## src/rtl/wb_arbiter.sv

```systemverilog
// Write-back arbiter: ALU results win the register-file port, MDU results queue in a FIFO.
// Define WB_PENDING_EN to add pending_mask, a per-register "write still queued" flag vector.
module wb_arbiter #(
  parameter int unsigned FIFO_DEPTH = 4
) (
  input  logic                          clk,
  input  logic                          rst_n,
  input  logic                          alu_valid,
  input  logic [4:0]                    alu_rd,
  input  logic [31:0]                   alu_data,
  input  logic                          mdu_valid,
  output logic                          mdu_ready,
  input  logic [4:0]                    mdu_rd,
  input  logic [31:0]                   mdu_data,
  output logic [4:0]                    rd,
  output logic                          write_enable,
  output logic [31:0]                   write_data,
  output logic [$clog2(FIFO_DEPTH):0]   fifo_count
`ifdef WB_PENDING_EN
  ,
  output logic [31:0]                   pending_mask
`endif
);

  localparam int unsigned PtrW = $clog2(FIFO_DEPTH);
  localparam int unsigned CntW = PtrW + 1;
  localparam logic [CntW-1:0] FullCount = CntW'(FIFO_DEPTH);

  logic [PtrW-1:0] wptr_q, wptr_d;
  logic [PtrW-1:0] rptr_q, rptr_d;
  logic [CntW-1:0] count_q, count_d;
  logic [4:0]      rd_q, rd_d;
  logic            we_q, we_d;
  logic [31:0]     wdata_q, wdata_d;

  // Storage carries no reset: entries are only read while count_q covers them.
  logic [4:0]      mem_rd_q   [FIFO_DEPTH];
  logic [31:0]     mem_data_q [FIFO_DEPTH];

  logic alu_live;
  logic pop;
  logic push;

  assign mdu_ready    = (count_q != FullCount);
  assign rd           = rd_q;
  assign write_enable = we_q;
  assign write_data   = wdata_q;
  assign fifo_count   = count_q;

  always_comb begin
    alu_live = alu_valid && (alu_rd != 5'd0);
    pop      = !alu_live && (count_q != '0);
    // x0 results are acknowledged but never stored.
    push     = mdu_valid && mdu_ready && (mdu_rd != 5'd0);
  end

  always_comb begin
    wptr_d  = wptr_q;
    rptr_d  = rptr_q;
    count_d = count_q;
    rd_d    = rd_q;
    wdata_d = wdata_q;
    we_d    = 1'b0;

    if (alu_live) begin
      we_d    = 1'b1;
      rd_d    = alu_rd;
      wdata_d = alu_data;
    end else if (pop) begin
      we_d    = 1'b1;
      rd_d    = mem_rd_q[rptr_q];
      wdata_d = mem_data_q[rptr_q];
      rptr_d  = rptr_q + 1'b1;
    end

    if (push) begin
      wptr_d = wptr_q + 1'b1;
    end

    count_d = count_q + CntW'(push) - CntW'(pop);
  end

  always_ff @(posedge clk or negedge rst_n) begin
    if (!rst_n) begin
      wptr_q  <= '0;
      rptr_q  <= '0;
      count_q <= '0;
      rd_q    <= '0;
      we_q    <= 1'b0;
      wdata_q <= '0;
    end else begin
      wptr_q  <= wptr_d;
      rptr_q  <= rptr_d;
      count_q <= count_d;
      rd_q    <= rd_d;
      we_q    <= we_d;
      wdata_q <= wdata_d;
    end
  end

  always_ff @(posedge clk) begin
    if (push) begin
      mem_rd_q[wptr_q]   <= mdu_rd;
      mem_data_q[wptr_q] <= mdu_data;
    end
  end

`ifdef WB_PENDING_EN
  // Derived from the occupied window of the ring, so it tracks push/pop on the same edge.
  always_comb begin
    pending_mask = '0;
    for (int unsigned i = 0; i < FIFO_DEPTH; i++) begin
      if (CntW'(i) < count_q) begin
        pending_mask[mem_rd_q[rptr_q + PtrW'(i)]] = 1'b1;
      end
    end
  end
`endif

endmodule

```

## config.mk

```make
export PLATFORM = sky130hd
export DESIGN_NAME = wb_arbiter
export DESIGN_NICKNAME = d
export VERILOG_FILES = /design/src/rtl/wb_arbiter.sv
export SDC_FILE = /design/constraint.sdc
export NUM_CORES = 1
export LEC_CHECK = 0
export ABC_AREA = 0
export BUFFER_PORTS_ARGS = -buffer_cell sky130_fd_sc_hd__buf_2
export CORE_MARGIN = 5
export CORE_UTILIZATION = 51
export DETAILED_ROUTE_END_ITERATION = 10
export PLACE_DENSITY = 0.84
export SLEW_MARGIN = 10
export SYNTH_ARGS = -nofsm -noshare
export SYNTH_HDL_FRONTEND = slang
export SYNTH_SLANG_ARGS = --single-unit
```

## constraint.sdc

```tcl
create_clock -name clk -period 2.3 [get_ports clk]
set_clock_uncertainty 0.1 [all_clocks]
set_input_delay 0.23 -clock clk [delete_from_list [all_inputs] [get_ports clk]]
set_output_delay 0.23 -clock clk [all_outputs]
set_load 0.05 [all_outputs]
```

; ---- Word level (Yosys, flattened, before mapping)
; Memory sizes are Yosys's and may differ from the RTL's.
; Index checks and enable logic that the tools add are counted.
[totals]
reg_bits = 45
ramBits = 148
inputBits = 78
out_inout_bits = 42
word_cells = 32
mem_count = 2
[classes]
addsub = 4
n_eq_ne = 1
n_mux = 8
bitwise = 1
reduce_logical = 10
[mem_list]
columns = memory, words, width, rd, rd_ports_with_merged_regs, write_ports, line_no
row1 = mem_data_q, 4, 32, 1, 0, 1, 38  ; logic [31:0] mem_data_q [FIFO_DEPTH];
row2 = mem_rd_q, 4, 5, 1, 0, 1, 37  ; logic [4:0] mem_rd_q [FIFO_DEPTH];
[ops]
columns = operator, count
row1 = $mux W32, 2
row2 = $mux W5, 2
row3 = $reduce_bool A5 Y1, 2
row4 = $add A2 B1 Y2 const B, 2
row5 = $logic_and A1 B1 Y1, 4
row6 = $mux W1, 4
row7 = $add A3 B1 Y3, 1
row8 = $ne A3 B3 Y1 const B, 1
row9 = $reduce_bool A3 Y1, 1
row10 = $sub A3 B1 Y3, 1
row11 = $reduce_and A2 Y1, 1
row12 = $reduce_bool A2 Y1, 1
row13 = $logic_not A1 Y1, 1
row14 = $not A1 Y1, 1

; ---- Logic depth before layout (Yosys ltp)
[depth]
depth_word = 6
depth_mapped = 11

; ---- Worst setup path after synthesis
; OpenSTA, ideal clock, no wires.
[synth_timing]
kind = register -> register
from = reg count_q[1], in the netlist fifo_count[1]
to = mem mem_data_q[0][0] (enable)
setup_time_ns = 0.398
t_arrival_ns = 2.447
setup_slack_ns = -0.645
path_stages_with_launch = 5
path_cell_list = dfrtp_1 > nor2_1 > nand2_1 > o211a_1 > and2_1
[synth_via]
elab_chain_cells = 5
[synth_rtl]
columns = element, line_no
row1 = "start, declared", 31  ; logic [CntW-1:0] count_q, count_d;
row2 = "start signal, assigned", 94  ; count_q <= count_d;
row3 = $ne A3 B3 Y1, 44  ; assign mdu_ready = (count_q != FullCount);
row4 = via mdu_ready, 12  ; output logic mdu_ready,
row5 = $logic_and A1 B1 Y1 (2 in a row), 54  ; push = mdu_valid && mdu_ready && (mdu_rd != 5'd0);
row6 = $mux W1, 102  ; if (push) begin
row7 = $mux W1 (not written as such), 104  ; mem_data_q[wptr_q] <= mdu_data;
row8 = "end, declared", 38
; The timed path passes the listed nets, and every way through them passes these cells.

; ---- Worst setup path in the final report
[layout_timing]
from = reg count_q[2], in the netlist fifo_count[2]
to = reg count_q[2], in the netlist fifo_count[2]
[layout_via]
elab_chain_cells = 5
word_cells_on_any_way = 7
[layout_rtl]
columns = element, line_no
row1 = $ne A3 B3 Y1, 44
row2 = $logic_and A1 B1 Y1 (2 in a row), 54
row3 = $add A3 B1 Y3, 80  ; count_d = count_q + CntW'(push) - CntW'(pop);
row4 = $sub A3 B1 Y3 *, 80
row5 = via count_d[2], 31
; Mark *: on every way through the listed nets, which the timed path passes. The rest lies on a longest branch.
; A chain may end at the register's enable or synchronous reset.

==> results.md <==
- Status: completed
- Largest family of logic cells by synthesized area: multiplexers
- CTS clk-pin slew, worst paths: 0.06 ns
- Worst endpoint required time: 2.51 ns
- Cell row count: 44
- # setup viols final: 0
- Most common cell after layout, fill and taps aside: edfxtp_1
- GR Overflow Total: 0
- Post-synthesis net count: 519
- Crit-path cells: or3_4 -> and2_4 -> ha_4 -> inv_2 -> ha_4 -> inv_2 -> fa_2 -> xnor2_2 -> xnor2_1
- Vias in the first global route: 4947
- Fill cells: 955
- Remaining DRCs: 0
- DR WL/cell: 19.6 um
- CTS buffer count: 17
- Core Util, Final: 0.677
- Adder-cell area share of the yosys netlist: 0.0127
- CP arrival: 2.40 ns
- DP HPWL: 10100 um
- Startpoint Class: register
- Number of setup buffers added after CTS: 0
- Post-synthesis mux area share: 0.113
- CP max FO: 2
- Gpl congestion: 0.714
- Max_cap viols: 0
- Die Ht: 131 um
- Multi-input logic area: 0.00181 mm2
- Register area share after synthesis: 0.747
- Buffers added on ports: 119
- Worst-case clock buffer depth: 2
- Final wirelength: 16500 um
- Via count: 4531
- CTS resizes: 0
- Post-Synth Simple-Gate Area: 0.0651
- Slew @ Worst Pin: 0.783 ns
- Iter 0 DRT Violations: 293
- Post-route ant nets: 0
- Synth Register Bits: 193
- Largest net degree at the start of global routing: 77
- Initial antenna violation count: 1
- GRT met1 Usage: 0.240
- Worst Hold Class: in -> reg
- 1st-pass router iterations: 4
- CORE AREA: 0.0144 mm2
- Synth Area in Compound Gates: 0.0359
- Post-synthesis cell area: 0.00746 mm2
- Pleak: 0.00368 uW
- Clk_lat worst skew: 0.43 ns
- DR vias/cell: 5.38
- Top cell type by total area after synthesis: edfxtp_1
- CTS root buf: clkbuf_16
- Cells after Synth: 434
- Power Total: 12200 uW
- Inst Count DP: 736
- Minimum clock period: 2.19 ns
- Final Max Slew Viols: 0
- Pwr Density: 1250 mW/mm2
- Xor/xnor cell area share of the yosys netlist: 0.00587
- TritonCTS clock tree: built
- Mapped Avg Cell Area: 17.2 um2
- VDD IR max: 822 uV
- Synth warn: 0
- Period utilisation layout: 0.953
- Type of destination of the critical path: register
- # IOs: 120
- Storage cell area: 0.00558 mm2
- Ys async rst share: 0.233
- Fmax: 456 MHz
- Final Hold Vio Count: 0
- Non-filler instance count after layout: 842
- Layout cells sized above 1: 0.348
- Starting Density: 0.517
- CTS Sinks: 193
- Net count, final: 731
- CTS H-tree lvls: 4
- Syn-to-layout area delta: 30.9%
- Number of diodes: 0
- Number of synthesized flops with an enable pin: 148
- Die area: 0.0171 mm2
- Most frequent cells in the layout: edfxtp_1, buf_2, dlygate4sd3_1, nand2_1, dfrtp_1
- Most used routing layer: met2
- Critical path's largest stage delay: 0.41 ns
- Synth top area share: 0.596
- Critical-path top delay cell: dfrtp_2
- Setup CP Type: reg -> reg
- Distinct cell type count after synthesis: 25
- Largest cells by area after synthesis: edfxtp_1, dfrtp_1, mux4_2
- GRT met2 Usage: 0.357
- Rel. slew slack: 0.478
- Global-route wire length before repair: 25600 um
- Met3 Use GR: 0.0561
- Overall Global Routing Usage: 0.205
- Die Width: 131 um
- RSZ-0062 raised after global routing: no
- Synth Flop Type: edfxtp_1
-- power by group --
part | internal, uW | total (uW) | switching (uW)
Sequential | 4660 | 4990 | 324
Combinational | 1710 | 4530 | 2810
Clock | 1470 | 2690 | 1220
-- synthesized netlist by cell type (2+ instances only) --
cell type / instances
a31oi_1: 33
a31oi_2: 2
a32oi_1: 2
and2_1: 5
buf_2: 11
buf_4: 3
buf_6: 2
clkbuf_1: 8
dfrtp_1: 45
edfxtp_1: 148
ha_1: 6
inv_1: 6
mux4_2: 37
nand2_1: 74
nand3_1: 3
nor2_1: 36
or4_1: 2
xnor2_1: 4
-- sequential cells by signal, summed over array words and instances (netlist names) --
register and cells:
mem_data_q 128, rd 5, fifo_count 3, write_data 32, rptr_q 2, write_enable 1, wptr_q 2, mem_rd_q 20
-- timing repair --
item | 4_1_cts | 5_1_grt
hold endpoints to repair | 206 | 0
hold buffers | 75 | 0
endpoints found under the setup margin | 0 | 1
-- critical path: cells and delay by family (launching register included) --
family / cells / cell delay [ns]
flip-flops: 1 / 0.41
buffers and inverters: 2 / 0.09
adder cells (fa/ha/maj): 3 / 0.67
AND/OR/NAND/NOR: 2 / 0.55
XOR/XNOR: 2 / 0.27
-- logic make-up after synthesis --
group / count (synthesis)
flip-flops: 193
AND/OR/NAND/NOR: 122
AO/OA/AOI/OAI: 39
multiplexers: 38
buffers and inverters: 30
adder cells (fa/ha/maj): 7
XOR/XNOR: 5
-- worst paths after layout --
check | from | end | slack, ns | cells past startpoint
worst max-delay path | fifo_count[2] | fifo_count[2] | 0.11 | 9
worst min-delay path | alu_data[20] | write_data[20] | 0.02 | 3
worst max register to register | fifo_count[2] | fifo_count[2] | 0.11 | 9
worst min register to register | rd[3] | rd[3] | 0.44 | 2
max in group asynchronous | rst_n | rptr_q[1] | 1.04 | 3
min in group asynchronous | rst_n | write_data[11] | 0.23 | 2
-- through the flow --
step / setup TNS (ns) / setup slack [ns] / cell area (um2) / hold slack (ns)
2_1_floorplan: -0.332 / -0.217 / 7530 / -0.166
3_3_place_gp: -0.278 / -0.178 / 8480 / 0.126
3_5_place_dp: -0.362 / -0.239 / 8480 / 0.165
4_1_cts: 0 / 0.0549 / 9760 / 0.00566
5_1_grt: 0 / 0.0231 / 9760 / 0.0405
6_report: 0 / 0.109 / 9760 / 0.0173
-- area by class of cell --
| type | count | share of cell area |
|---|---|---|
| Sequential cell | 193 | 0.571 |
| Timing Repair Buffer | 217 | 0.163 |
| Multi-Input combinational cell | 211 | 0.185 |
| Clock inverter | 11 | 0.00974 |
| Inverter | 6 | 0.00231 |
| Tap cell | 184 | 0.0236 |
| Clock buffer | 20 | 0.0447 |
-- per-layer routing --
metal  up-vias  routed length, um
met5         -                  7
met4         2                448
met3        31                868
met2       140               8960
met1      2278               6260
li1       2080                  -
Power figures use the tool's default switching activity.
